<file path="src/rtl/sync_fifo_flags.sv">
// Single-clock FIFO with occupancy count, threshold flags and sticky errors.
// Supports non-power-of-two depth and a selectable fall-through read mode.
module sync_fifo_flags #(
   parameter int DATA_WIDTH    = 8,
   parameter int ADDR_WIDTH    = 3,
   parameter int FIFO_DEPTH    = 8,
   parameter int AFULL_THRESH  = 6,
   parameter int AEMPTY_THRESH = 2,
   parameter int FWFT          = 0
) (
   input  logic                  clk,
   input  logic                  rst,
   input  logic                  wr_en,
   input  logic [DATA_WIDTH-1:0] wr_data,
   input  logic                  rd_en,
   output logic [DATA_WIDTH-1:0] rd_data,
   output logic                  rd_valid,
   input  logic                  clr_err,
   output logic [ADDR_WIDTH:0]   count,
   output logic                  full,
   output logic                  empty,
   output logic                  almost_full,
   output logic                  almost_empty,
   output logic                  overflow,
   output logic                  underflow
);

   localparam int CW = ADDR_WIDTH + 1;
   localparam logic [CW-1:0] DEPTH_C = CW'(FIFO_DEPTH);
   localparam logic [CW-1:0] AF_C = CW'(AFULL_THRESH);
   localparam logic [CW-1:0] AE_C = CW'(AEMPTY_THRESH);
   localparam logic [ADDR_WIDTH-1:0] LAST_C = ADDR_WIDTH'(FIFO_DEPTH - 1);

   logic [DATA_WIDTH-1:0] mem_q [FIFO_DEPTH];
   logic [ADDR_WIDTH-1:0] wr_ptr_q, wr_ptr_d;
   logic [ADDR_WIDTH-1:0] rd_ptr_q, rd_ptr_d;
   logic [CW-1:0]         count_q, count_d;
   logic                  ovf_q, ovf_d;
   logic                  udf_q, udf_d;
   logic                  wr_acc, rd_acc;

   always_comb begin
      full         = (count_q == DEPTH_C);
      empty        = (count_q == '0);
      almost_full  = (count_q >= AF_C);
      almost_empty = (count_q <= AE_C);
      wr_acc       = wr_en & ~full;
      rd_acc       = rd_en & ~empty;
   end

   always_comb begin
      wr_ptr_d = wr_ptr_q;
      rd_ptr_d = rd_ptr_q;
      count_d  = count_q;
      if (wr_acc) begin
         wr_ptr_d = (wr_ptr_q == LAST_C) ? '0 : wr_ptr_q + 1'b1;
      end
      if (rd_acc) begin
         rd_ptr_d = (rd_ptr_q == LAST_C) ? '0 : rd_ptr_q + 1'b1;
      end
      unique case ({wr_acc, rd_acc})
         2'b10:   count_d = count_q + 1'b1;
         2'b01:   count_d = count_q - 1'b1;
         default: count_d = count_q;
      endcase
      // set beats clear when both happen in one cycle
      ovf_d = (wr_en & full) | (ovf_q & ~clr_err);
      udf_d = (rd_en & empty) | (udf_q & ~clr_err);
   end

   always_ff @(posedge clk or posedge rst) begin
      if (rst) begin
         wr_ptr_q <= '0;
         rd_ptr_q <= '0;
         count_q  <= '0;
         ovf_q    <= 1'b0;
         udf_q    <= 1'b0;
      end else begin
         wr_ptr_q <= wr_ptr_d;
         rd_ptr_q <= rd_ptr_d;
         count_q  <= count_d;
         ovf_q    <= ovf_d;
         udf_q    <= udf_d;
      end
   end

   // storage is deliberately left unreset
   always_ff @(posedge clk) begin
      if (wr_acc) begin
         mem_q[wr_ptr_q] <= wr_data;
      end
   end

   assign count     = count_q;
   assign overflow  = ovf_q;
   assign underflow = udf_q;

   if (FWFT != 0) begin : g_fwft
      assign rd_data  = empty ? '0 : mem_q[rd_ptr_q];
      assign rd_valid = ~empty;
   end else begin : g_std
      logic [DATA_WIDTH-1:0] rd_data_q;
      logic                  rd_valid_q;

      always_ff @(posedge clk or posedge rst) begin
         if (rst) begin
            rd_data_q  <= '0;
            rd_valid_q <= 1'b0;
         end else begin
            rd_valid_q <= rd_acc;
            if (rd_acc) begin
               rd_data_q <= mem_q[rd_ptr_q];
            end
         end
      end

      assign rd_data  = rd_data_q;
      assign rd_valid = rd_valid_q;
   end

endmodule
</file>
<file path="config.mk">
export PLATFORM = sky130hd
export DESIGN_NAME = sync_fifo_flags
export DESIGN_NICKNAME = d
export VERILOG_FILES = /design/src/rtl/sync_fifo_flags.sv
export SDC_FILE = /design/constraint.sdc
export NUM_CORES = 1
export LEC_CHECK = 0
export CAP_MARGIN = 30
export CORE_MARGIN = 2
export CORE_UTILIZATION = 41
export CTS_BUF_LIST = sky130_fd_sc_hd__clkbuf_8
export DETAILED_ROUTE_END_ITERATION = 10
export PLACE_DENSITY = 0.66
export SLEW_MARGIN = 30
export SYNTH_ARGS = -nofsm -noshare
export SYNTH_HDL_FRONTEND = slang
export SYNTH_SLANG_ARGS = --single-unit
</file>
<file path="constraint.sdc">
create_clock -name clk -period 3.4 [get_ports clk]
set_clock_uncertainty 0.1 [all_clocks]
set_input_delay 0.85 -clock clk [delete_from_list [all_inputs] [get_ports clk]]
set_output_delay 0.85 -clock clk [all_outputs]
set_load 0.1 [all_outputs]
</file>
## After elaboration in Yosys (flattened, before gate mapping)

Memories as Yosys holds them, arrays and structs flattened. A register that Yosys moved wholly into a read port is not among the register bits.
Cells that the tools add are included.

- Register bits: 13
- RAM bits: 64
- Input port bits: 13
- Logic and storage cells: 36
- Memories: 1

- $add $sub $neg: 4
- Order comparisons: 2
- Equality and inequality tests: 5
- Mux-type cells: 5
- Bitwise gates (word level): 11
- Reduce and logical (&&, ||, !) cells: 2

Memory list:

| name | depth | bits a word | rd ports | clocked after Yosys merged registers in | write ports | RTL line | text |
|---|---|---|---|---|---|---|---|
| mem_q | 8 | 8 | 1 | 1 | 1 | 34 | `logic [DATA_WIDTH-1:0] mem_q [FIFO_DEPTH];` |

Operators by type and width:

| kind | count |
|---|---|
| $pmux 4 s2 | 1 |
| $add 3x1->3 const B | 2 |
| $and 1x1->1 | 6 |
| $eq 3x3->1 const B | 2 |
| $mux 3 | 2 |
| $add 4x1->4 const B | 1 |
| $eq 4x4->1 const B | 1 |
| $ge 4x3->1 const B | 1 |
| $le 4x2->1 const B | 1 |
| $logic_not 4->1 | 1 |
| $sub 4x1->4 const B | 1 |
| $not 1->1 | 3 |
| $eq 2x1->1 const B | 1 |
| $eq 2x2->1 const B | 1 |
| $mux 1 | 2 |
| $or 1x1->1 | 2 |
| $reduce_bool 2->1 | 1 |

## Depth between registers and ports, before layout

- Depth after elaboration: 5
- Depth in mapped cells: 12
- Mapped depth without buffers: 10

## Worst setup path before layout

Ideal clock, no wire load.

- Path type: reg2out
- Start: register count_q[1] (netlist: count[1])
- End: output port almost_empty
- Arrival: 3.340 ns
- Required time: 2.450 ns
- Path slack: -0.890 ns
- Stages on the path, launching flop included: 3
- Path buffers: 1
- Cells stage by stage: dfrtp_1 > buf_4 > a211oi_1

- Word-level cells in the longest chain between the ends: 1

RTL lines:

| item | RTL line | text |
|---|---|---|
| start: declaration | 37 | `logic [CW-1:0] count_q, count_d;` |
| start signal: assignment | 81 | `count_q <= count_d;` |
| $le 4x2->1 | 46 | `almost_empty = (count_q <= AE_C);` |
| end: declaration | 23 | `output logic almost_empty,` |

Every way passes these cells.

## Worst setup path after layout

- Start: input port wr_en
- End: register count_q[2] (netlist: count[2])

- Word-level cells in the longest chain between the ends: 3

RTL lines:

| item | RTL line | text |
|---|---|---|
| start: declaration | 13 | `input logic wr_en,` |
| $and 1x1->1 * | 47 | `wr_acc = wr_en & ~full;` |
| $eq 2x1->1 or $eq 2x2->1 (tied branches) | 61 | `unique case ({wr_acc, rd_acc})` |
| $pmux 4 s2 or $reduce_bool 2->1 (tied branches) | n/a |  |

Every way passes the cells marked *; elsewhere a longest branch is shown, timed or not.
A chain may end at the register's enable or synchronous reset.

==> results.py <==
metrics = {
    "yosys": {
        "synthCells": 222,
        "synth_async_sr_flop_share_pct": 24.71,
        "synth.area.top_cells": "edfxtp_1 (54%), dfrtp_1 (15%), mux2_2 (6.3%)",
        "yosysWarnings": 0,
        "synth_ff_type": "edfxtp_1",
        "synth_fp_nets": 242,
        "synth.largest_area_cell": "edfxtp_1",
        "synth_cell_type_count": 34,
        "netlist.area_leader.share_pct": 54.05,
        "synth-seq-cells": 85,
        "synth_edf_count": 64,
        "avgSynthCellArea_um2": 16.02,
        "ys_seq_area_share_pct": 68.82,
        "syn_area_mm2": 0.003556,
    },
    "die": {
        "core_mm2": 0.008299,
        "die_w_um": 97.13,
        "ios": 32,
        "die_h_um": 97.13,
        "dieArea_mm2": 0.009434,
        "fp-row-count": 33,
        "start_util_pct": 42.85,
    },
    "clocking": {
        "hold_buffers": 0,
        "cts_buffers": 9,
        "path_clk_slew_ns": 0.08,
        "cts_tree": "done",
        "clock-root-buffer": "clkbuf_8",
        "cts.sinks": 85,
        "cts_setup_buffers": 0,
        "h-tree-depth": 3,
        "insertion_delay_ns": 0.35,
        "cts_resized": 0,
        "clk_path_buf_depth": 2,
    },
    "critical_path": {
        "cp-start-kind": "input port",
        "rr_startpoint": "count[1]$_DFFE_PP0P_",
        "rr_endpoint": "count[2]$_DFFE_PP0P_",
        "cp.arrival_ns": 2.69,
        "critPathSlowestCell": "clkdlybuf4s50_1",
        "cp_num_cells": 9,
        "crit_buf_inv": 1,
        "worst-endpoint-required_ns": 3.54,
        "cp_max_fo": 10,
        "rr_worst_depth": 9,
        "critical-path-top-delay-family": "buffers and inverters",
        "critical_path.cell_chain": "clkdlybuf4s50_1 > nand2b_1 > ha_4 > xor2_1 > ha_2 > a21oi_2 > xor2_1 > nor2_1 > xor2_1",
        "r2r_setup_slack_ns": 0.87,
        "crit_type": "input port to flop",
        "crit_top_cell": "xor2_1",
        "worstSetupEndpointType": "flop",
        "slowest_delay_ns": 0.50,
    },
    "routing": {
        "dr.pass1.iters": 4,
        "vias": 1933,
        "vias_per_cell": 5.196,
        "wl_per_cell_um": 17.45,
        "drt_iter0_markers": 94,
        "wirelength_um": 6492,
        "ant_nets": 0,
        "drt_drc_violations_left": 0,
    },
    "min_path": {
        "hold_start": "rd_data[3]$_DFFE_PP0P_",
        "hp-class": "flop to flop",
        "worstHoldEndpoint": "rd_data[3]$_DFFE_PP0P_",
        "whs_path_depth": 2,
    },
    "status": {
        "status": "finished, final reports clean",
    },
    "timing": {
        "period_share_pct": 74.88,
        "relSlewSlack_pct": 45.09,
        "tightestPinTransition_ns": 0.8227,
        "hold_viol": 0,
        "max_freq_mhz": 392.8,
        "period_needed_ns": 2.546,
        "slew_viol_final": 0,
        "setup_viol": 0,
        "rsz0062_at_grt": "no",
    },
    "finish": {
        "area_growth_pct": 16.33,
        "diodes": 0,
        "nNetsFinal": 282,
        "stdcell_count": 372,
        "fin_area_mm2": 0.004136,
        "drive_gt1_share_pct": 27.72,
    },
    "global_route": {
        "gr-total-overflow": 0,
        "grt_start_max_net_pins": 36,
        "antenna_found_initial": 0,
        "grt_pass1_wl_um": 10400,
        "track_usage_pct": 14.71,
        "grt_pass1_vias": 1929,
    },
    "placed_design": {
        "io_buffers": 31,
        "dp.cells": 356,
        "dpl_cell_area_mm2": 0.003946,
        "dpl.hpwl_um": 4155,
        "gp_congestion": 0.7282,
    },
    "job": {
        "maxCapViolCount": 0,
    },
}
[worst reg2reg max path, stage by stage (launching register included)]
cell and delay, ns:
dfrtp_4 0.56, nor4b_4 0.33, nand2b_1 0.43, ha_4 0.24, xor2_1 0.16, ha_2 0.20, a21oi_2 0.04, xor2_1 0.16
nor2_1 0.11, xor2_1 0.14
[worst max-delay path by stage]
| stage | slack, ns | startpoint | end |
|---|---|---|---|
| floorplan | -0.18 | count[2]$_DFFE_PP0P_ | count[2]$_DFFE_PP0P_ |
| CTS | 0.84 | count[2]$_DFFE_PP0P_ | empty |
| detailed placement | 0.49 | wr_en | count[2]$_DFFE_PP0P_ |
| global placement | 0.55 | wr_en | count[2]$_DFFE_PP0P_ |
| finish | 0.85 | wr_en | count[2]$_DFFE_PP0P_ |
| global route | 0.64 | count[1]$_DFFE_PP0P_ | count[2]$_DFFE_PP0P_ |
[cell type report]
class | instances | area, um2
multi-input combinational | 122 | 1012
fill | 694 | 4163
tap | 105 | 131.4
sequential | 85 | 2457
clock buffer | 9 | 123.9
timing repair buffer | 40 | 330.3
inverter | 4 | 15.01
clock inverter | 7 | 66.31
[placed cells by master, fill, tap and decap left out, types with 2 or more instances in the layout]
master	instances
a21o_1	2
a221o_1	8
buf_4	28
clkbuf_8	9
clkdlybuf4s50_1	12
clkinv_1	2
dfrtp_1	17
dfrtp_2	2
dfrtp_4	2
edfxtp_1	64
ha_1	5
inv_1	4
mux2_2	20
mux2i_1	16
nand2_1	14
nand2b_1	7
nor2_1	6
nor3_1	6
o21ai_0	4
o21ai_1	7
o22ai_1	9
xnor2_1	2
xor2_1	3
[per-layer routing]
layer	vias to the layer above	GRT usage, %	part of all wire (%)	routed length (um)
li1	930	-	-	-
met1	947	19.89	47	3073
met2	40	22.22	46	2955
met3	16	3.165	3.9	253
met4	0	8.017	3.2	210
met5	-	0	0	0
[synthesized netlist by cell type (2+ instances only)]
library cell / n
edfxtp_1: 64
dfrtp_1: 21
mux2_2: 20
mux2i_1: 16
nand2_1: 14
o22ai_1: 9
a221o_1: 8
nand2b_1: 8
ha_1: 7
o21ai_1: 7
nor2_1: 6
nor3_1: 6
inv_1: 4
o21ai_0: 4
buf_4: 3
xor2_1: 3
a21o_1: 2
buf_12: 2
buf_6: 2
xnor2_1: 2
[stage by stage]
stage               hold WS, ns  util, %  setup WS (ns)  setup TNS [ns]
detailed placement       0.3766    47.55         0.4947               0
floorplan                0.4148        -        -0.1794         -0.3156
finish                   0.3861    49.84         0.8541               0
global placement         0.3703    47.55         0.5474               0
global route             0.4140    49.84         0.6449               0
CTS                      0.3955    49.84         0.8414               0
[kinds of logic (layout without fill, tap and decap cells)]
logic type | Yosys count | in the layout | share of synthesized area [%]
compound gates | 34 | 34 | 6.650
xor+xnor | 5 | 5 | 1.232
fa+ha+maj | 7 | 7 | 2.463
simple gates | 40 | 40 | 6.404
flops | 85 | 85 | 68.82
buf+inv | 15 | 60 | 3.588
mux | 36 | 36 | 10.84
[sequential cells by signal (all words and copies together), names as in the netlist]
signal,cells
count,4
mem_q,64
overflow,1
rd_data,8
rd_ptr_q,3
rd_valid,1
underflow,1
wr_ptr_q,3
Power is not shown: default switching activity piles up to over one toggle a cycle in this logic, so the estimate is an artifact.
